## src/rtl/kcomp_score.sv

```systemverilog
// Downstream scorer for the keyword comparator: gathers hit statistics over a
// bounded window and issues a one-shot keyword decision.
module kcomp_score #(
  parameter int WIN_LEN    = 16,
  parameter int THRESH     = 4,
  parameter int RUN_THRESH = 2,
  parameter int CNT_W      = 8
) (
  input  logic             clk,
  input  logic             reset,
  input  logic [7:0]       code_in,
  input  logic             code_valid,
  input  logic             start,
  output logic             busy,
  output logic [CNT_W-1:0] hit_cnt,
  output logic [CNT_W-1:0] sep_cnt,
  output logic [CNT_W-1:0] max_run,
  output logic [CNT_W-1:0] err_cnt,
  output logic             match,
  output logic             done
);

  typedef enum logic [1:0] {IDLE, ACCUM, DECIDE} state_t;

  localparam logic [CNT_W-1:0] CNT_MAX   = '1;
  localparam logic [CNT_W-1:0] THRESH_C  = CNT_W'(THRESH);
  localparam logic [CNT_W-1:0] RUN_THR_C = CNT_W'(RUN_THRESH);
  localparam logic [7:0]       WIN_LAST  = 8'(WIN_LEN);

  state_t           state, state_nxt;
  logic [CNT_W-1:0] run, run_nxt;
  logic [CNT_W-1:0] hit_nxt, sep_nxt, max_nxt, err_nxt;
  logic [7:0]       sym, sym_nxt;
  logic             match_nxt;

  function automatic logic [CNT_W-1:0] sat_inc(input logic [CNT_W-1:0] v);
    return (v == CNT_MAX) ? v : v + CNT_W'(1);
  endfunction

  // The decision is formed from the post-update counts of the closing symbol,
  // so match is registered together with the transition into DECIDE.
  always_comb begin
    state_nxt = state;
    hit_nxt   = hit_cnt;
    sep_nxt   = sep_cnt;
    max_nxt   = max_run;
    err_nxt   = err_cnt;
    run_nxt   = run;
    sym_nxt   = sym;
    match_nxt = match;
    case (state)
      IDLE: begin
        if (start) begin
          state_nxt = ACCUM;
          hit_nxt   = '0;
          sep_nxt   = '0;
          max_nxt   = '0;
          err_nxt   = '0;
          run_nxt   = '0;
          sym_nxt   = '0;
          match_nxt = 1'b0;
        end
      end
      ACCUM: begin
        if (code_valid) begin
          sym_nxt = sym + 8'd1;
          run_nxt = '0;
          case (code_in)
            8'd127: begin
              hit_nxt = sat_inc(hit_cnt);
              run_nxt = sat_inc(run);
              if (run_nxt > max_run) max_nxt = run_nxt;
            end
            8'd0, 8'd191: begin
            end
            8'd63: sep_nxt = sat_inc(sep_cnt);
            default: err_nxt = sat_inc(err_cnt);
          endcase
          if ((code_in == 8'd191) || (sym_nxt == WIN_LAST)) begin
            state_nxt = DECIDE;
            match_nxt = (hit_nxt >= THRESH_C) && (max_nxt >= RUN_THR_C);
          end
        end
      end
      DECIDE: state_nxt = IDLE;
      default: state_nxt = IDLE;
    endcase
  end

  always_ff @(posedge clk or negedge reset) begin
    if (!reset) begin
      state   <= IDLE;
      hit_cnt <= '0;
      sep_cnt <= '0;
      max_run <= '0;
      err_cnt <= '0;
      run     <= '0;
      sym     <= '0;
      match   <= 1'b0;
      busy    <= 1'b0;
      done    <= 1'b0;
    end else begin
      state   <= state_nxt;
      hit_cnt <= hit_nxt;
      sep_cnt <= sep_nxt;
      max_run <= max_nxt;
      err_cnt <= err_nxt;
      run     <= run_nxt;
      sym     <= sym_nxt;
      match   <= match_nxt;
      busy    <= (state_nxt == ACCUM);
      done    <= (state_nxt == DECIDE);
    end
  end

endmodule

```

## config.mk

```make
export PLATFORM = sky130hd
export DESIGN_NAME = kcomp_score
export DESIGN_NICKNAME = d
export VERILOG_FILES = /design/src/rtl/kcomp_score.sv
export SDC_FILE = /design/constraint.sdc
export NUM_CORES = 1
export LEC_CHECK = 0
export CORE_MARGIN = 10
export CORE_UTILIZATION = 35
export CTS_BUF_LIST = sky130_fd_sc_hd__clkbuf_4
export CTS_CLUSTER_SIZE = 10
export DETAILED_ROUTE_END_ITERATION = 12
export HOLD_SLACK_MARGIN = 0.02
export PLACE_DENSITY_LB_ADDON = 0.15
export SLEW_MARGIN = 30
export SYNTH_ARGS = -nofsm -noshare
export SYNTH_HDL_FRONTEND = slang
export SYNTH_SLANG_ARGS = --single-unit
export TNS_END_PERCENT = 5
```

## constraint.sdc

```tcl
create_clock -name clk -period 5.5 [get_ports clk]
set_input_delay 0.55 -clock clk [delete_from_list [all_inputs] [get_ports clk]]
set_output_delay 0.55 -clock clk [all_outputs]
set_load 0.02 [all_outputs]
```

# Yosys cells after proc, flatten, opt, wreduce, memory -nomap -nowiden
# Cells that the tools add are included.
# word_totals
mem_bits_rw	0
word_cells	81
latchBits	0
romBits	0
reg_bits	53
output_inout_bits	35
n_memories	0
# op_classes
addsub	5
n_div	0
n_bitwise	0
magnitude_cmp	3
reduce_logical	10
mux	35
eq_ne	18
multipliers	0
shift	0
# ops
cell	n
$mux 8	21
$pmux 8 s2	6
$add 8x1->8 const B	5
$eq 8x8->1 const B	5
$ne 2x2->1 const B	6
$reduce_and 5->1	2
$eq 8x5->1 const B	1
$eq 8x6->1 const B	1
$eq 8x7->1 const B	1
$ge 8x2->1 const B	1
$ge 8x3->1 const B	1
$gt 8x8->1	1
$logic_not 8->1	1
$mux 2	3
$eq 2x1->1 const B	2
$pmux 2 s2	1
$reduce_and 4->1	1
$reduce_or 4->1	1
$mux 1	3
$reduce_and 3->1	1
$eq 2x2->1 const B	1
$logic_not 2->1	1
$ne 2x1->1 const B	1
$pmux 1 s2	1
other kinds (3)	3

# Longest topological paths before layout
# logic_depth
ltp_word	12
mapped_depth	14

# Least setup slack after synthesis
# OpenSTA, ideal clock, no wires.
# synth_timing
kind	reg-to-reg
start	register run[0]
end	register match
path_stages_with_launch	14
path_buffers	1
path_slack_ps	2418
setup_ps	122
period_less_slack_ps	3082
t_arrival_ps	2961
path_cell_list	dfrtp_1 ha_1 and3_1 clkbuf_1 nand3_1 mux2i_1 inv_1 ha_1 nor2b_1 o211ai_1 a21oi_1 o211ai_1 mux2_2 a32o_1
# synth_via
elab_chain_len	12
# synth_lines
element	line_no	rtl
start, declared	31	logic [CNT_W-1:0] run, run_nxt;
start signal, assigned	108	run <= run_nxt;
$add 8x1->8 or $eq 8x8->1 (tied branches)	37	return (v == CNT_MAX) ? v : v + CNT_W'(1);
$mux 8 (*)	37	
$gt 8x8->1	72	if (run_nxt > max_run) max_nxt = run_nxt;
$mux 8 (*)	72	
$mux 8 (*)	68	case (code_in)
$mux 8 (*)	65	if (code_valid) begin
$mux 8 (*)	51	case (state)
$ge 8x2->1 (*)	81	match_nxt = (hit_nxt >= THRESH_C) && (max_nxt >= RUN_THR_C);
$logic_and 1x1->1 (*)	81	
$mux 1 (*)	79	if ((code_in == 8'd191) || (sym_nxt == WIN_LAST)) begin
$mux 1 (*)	65	
$pmux 1 s2 (*)	51	
end signal, assigned	110	match <= match_nxt;
end, declared	19	output logic match,
# Every way passes the cells marked *; elsewhere a longest branch is shown, timed or not. The select of a mux whose other input is x is not followed.
# A chain may end at the register's enable or synchronous reset.

# Final worst setup path
# layout_timing
start	register run[0]
end	register max_run[3]
# layout_via
elab_chain_len	9
# layout_lines
element	line_no	rtl
$add 8x1->8 or $eq 8x8->1 (tied branches)	37	
$mux 8 (*)	37	
$gt 8x8->1	72	
$mux 8 (*)	72	
$mux 8 (*)	68	
$mux 8 (*)	65	
$mux 8 (*)	51	
$mux 8 (*)	65	
$pmux 8 s2 (*)	51	
end signal, assigned	106	max_run <= max_nxt;
end, declared	17	output logic [CNT_W-1:0] max_run,
# Marks and branches as above.

==> impl_metrics.json <==
{
  "finalCriticalPeriod_ns": 3.354,
  "status": "complete, no violations",
  "cts_setup_buffers": 0,
  "synth-xor-area-share_pct": 4.270,
  "crit_slowest_cell": "dfrtp_1",
  "synth.area.mux_share_pct": 3.619,
  "critPathRequiredTime_ns": 5.81,
  "setup_viol": 0,
  "synth_compound_area_share_pct": 15.37,
  "place.gp.congestion": 0.8148,
  "die-area_um2": 12940,
  "path_cells": "ha_1 > and3_1 > nand3_1 > nand2_1 > mux2i_1 > inv_1 > ha_1 > a211oi_1 > o21bai_1 > o211ai_1 > clkbuf_2 > nand3_1 > o21ai_0",
  "dieWidth_um": 113.8,
  "rows": 34,
  "synth_top_family_by_area": "simple AND/OR/NAND/NOR gates",
  "clk_pin_slew_worst_paths_ns": 0.16,
  "pre_cts_slack_ns": 2.104,
  "final_common_cell": "dfrtp_1",
  "drt_pass1_iterations": 4,
  "cts_tree": "yes",
  "critPathKind": "reg2reg",
  "synth_seq_area_share_pct": 43.11,
  "hold_violations": 0,
  "grt_pass1_wl_um": 13080,
  "final_nets": 414,
  "regToRegSetupSlack_ns": 2.15,
  "track_usage_pct": 12.22,
  "rr_worst_depth": 13,
  "cts-resized-gates": 0,
  "yosysWarningCount": 0,
  "synth_edf_count": 0,
  "ant_nets": 0,
  "area.growth.synth_to_final_pct": 20.82,
  "synth_cell_types": 50,
  "fillers": 875,
  "synthCells": 344,
  "end_kind": "flip-flop",
  "synth_fa_ha_area_share_pct": 5.287,
  "via_count": 2662,
  "antenna_found_initial": 0,
  "finalSetupTns_ns": 0,
  "top_level_ports": 47,
  "synth_flop_cell": "dfrtp_1",
  "crit_arrival_ns": 3.67,
  "drv_cap": 0,
  "leakage_nw": 1.642,
  "layout_worst_path_cycle_share_pct": 60.98,
  "start_util_pct": 35.63,
  "worst_hold_path_type": "in2async",
  "regArea_um2": 1326,
  "drtIter0Drc": 105,
  "htree_levels": 2,
  "core_um2": 8636,
  "async_reset_ff_share_pct": 100.0,
  "die_h_um": 113.8,
  "clk_latency_ns": 0.38,
  "wirelength_um": 7856,
  "cts_sinks": 53,
  "syn_area_um2": 3077,
  "fmax_mhz": 298.1,
  "cp-start-kind": "flip-flop",
  "grt_max_degree": 54,
  "syn_nets": 369,
  "drc": 0,
  "clock-skew-final_ns": 0.01707,
  "synth_simple_gate_area_share_pct": 24.77,
  "numCtsBuffers": 5,
  "vdd_drop_max_v": 0.0001049,
  "layout_common_cells": "dfrtp_1, nand2_1, clkdlybuf4s50_1",
  "diodes": 0,
  "tightest_slew_ns": 0.8217,
  "r2r_end": "max_run[3]$_DFFE_PN0P_",
  "slew_violations": 0,
  "drive_above_1_share_pct": 5.398,
  "dp_hpwl_um": 5715,
  "r2r-start": "run[0]$_DFFE_PN0P_",
  "clockBufferDepth": 2,
  "multi_input_comb_area_um2": 1640,
  "relSlewSlack_pct": 45.16,
  "portBuffers": 46,
  "wl_per_cell_um": 15.81,
  "whs_ns": 0.2730,
  "cts_hold_buf": 0,
  "grt_pass1_vias": 2616,
  "fin_ws_ns": 2.146,
  "critical_path.max_stage_delay_ns": 0.48,
  "clock-root-buffer": "clkbuf_4",
  "ys_ff_latch": 53,
  "synth_area_per_cell_um2": 8.944,
  "worstPathMaxFanout": 8,
  "power_density_nw_per_um2": 256.8,
  "vias_per_cell": 5.356,
  "rsz0062_at_grt": "false",
  "overflow": 0
}
==> layout make-up <==
type | count | share of cell area [%]
inverter | 16 | 1.616
tap | 108 | 3.635
clock buffer | 5 | 1.010
timing repair buffer | 50 | 12.99
sequential | 53 | 35.68
multi-input combinational | 263 | 44.13
clock inverter | 2 | 0.9424
==> kinds of logic after synthesis <==
group,Yosys count
AO/OA/AOI/OAI,75
XOR/XNOR,15
adder cells (fa/ha/maj),13
buffers and inverters,28
flip-flops,53
multiplexers,11
AND/OR/NAND/NOR,149
==> routing by layer <==
metal	share of wire (%)	vias to the layer above	global-route usage, %	routed length [µm]
met1	47	1281	15.65	3699
met3	5.0	6	3.202	395
li1	-	1315	-	-
met2	47	60	19.93	3707
met4	0.69	0	3.130	54
met5	0	-	0	0
==> critical path: cells and delay by family (launching register included) <==
| family | cells | cell delay, ns |
|---|---|---|
| AOI/OAI and AO/OA | 4 | 0.96 |
| and+or+nand+nor | 4 | 0.68 |
| adders and majority gates | 2 | 0.56 |
| DFF | 1 | 0.48 |
| buffers and inverters | 2 | 0.36 |
| muxes | 1 | 0.25 |
==> state kept, by name, summed over array words and instances (netlist names) <==
name	cells
err_cnt	8
hit_cnt	8
max_run	8
run	8
sep_cnt	8
sym	8
state	2
busy	1
done	1
match	1
==> cell usage after synthesis (2+ instances only) <==
master    count  area [µm²]
a211oi_1      4       30.03
a21o_1        3       22.52
a21oi_1      10       50.05
a31oi_1       2       12.51
and2_1        4       25.02
and3_1        9       56.30
and4_1        4       35.03
clkbuf_1     10       37.54
dfrtp_1      53        1326
ha_1         13       162.7
inv_1        16       60.06
mux2i_1      10       100.1
nand2_1      46       172.7
nand2b_1      4       25.02
nand3_1      20       100.1
nand3b_1      3       22.52
nand4_1      12       75.07
nor2_1       27       101.4
nor2b_1       3       18.77
nor3_1        4       20.02
nor4_1        2       12.51
o211ai_1      4       30.03
o21a_1        2       15.01
o21ai_0      37       185.2
o31ai_1       2       15.01
or3_1         2       12.51
or4_1         2       15.01
xnor2_1       2       17.52
xor2_1       13       113.9
==> through the flow <==
stage / util [%] / area, µm² / power, mW / instances
2_1_floorplan: - / 3077 / 0.6337 / 344
3_3_place_gp: 42.15 / 3640 / 0.7375 / 489
3_5_place_dp: 42.15 / 3640 / 0.7417 / 489
4_1_cts: 42.99 / 3712 / 0.9642 / 496
5_1_grt: 43.05 / 3717 / 1.014 / 497
6_report: 43.05 / 3717 / 0.9545 / 497
==> worst max-delay path by stage <==
stage          depth (start not counted)                     end  slack, ns               start
4_1_cts                               12  max_run[3]$_DFFE_PN0P_       2.06  run[0]$_DFFE_PN0P_
6_report                              13  max_run[3]$_DFFE_PN0P_       2.15  run[0]$_DFFE_PN0P_
3_3_place_gp                          12  max_run[2]$_DFFE_PN0P_       2.21  run[0]$_DFFE_PN0P_
2_1_floorplan                         13       match$_DFFE_PN0P_       2.42  run[0]$_DFFE_PN0P_
5_1_grt                               13  max_run[4]$_DFFE_PN0P_       1.83  run[0]$_DFFE_PN0P_
3_5_place_dp                          12  max_run[3]$_DFFE_PN0P_       2.10  run[0]$_DFFE_PN0P_
==> power breakdown <==
| part | internal (mW) | total (mW) | leakage (nW) | switching [mW] |
|---|---|---|---|---|
| logic | 0.104 | 0.258 | 0.882 | 0.154 |
| registers | 0.428 | 0.473 | 0.719 | 0.0447 |
| clock network | 0.0929 | 0.223 | 0.0410 | 0.130 |
No activity file was read; power rests on OpenSTA's default activity.
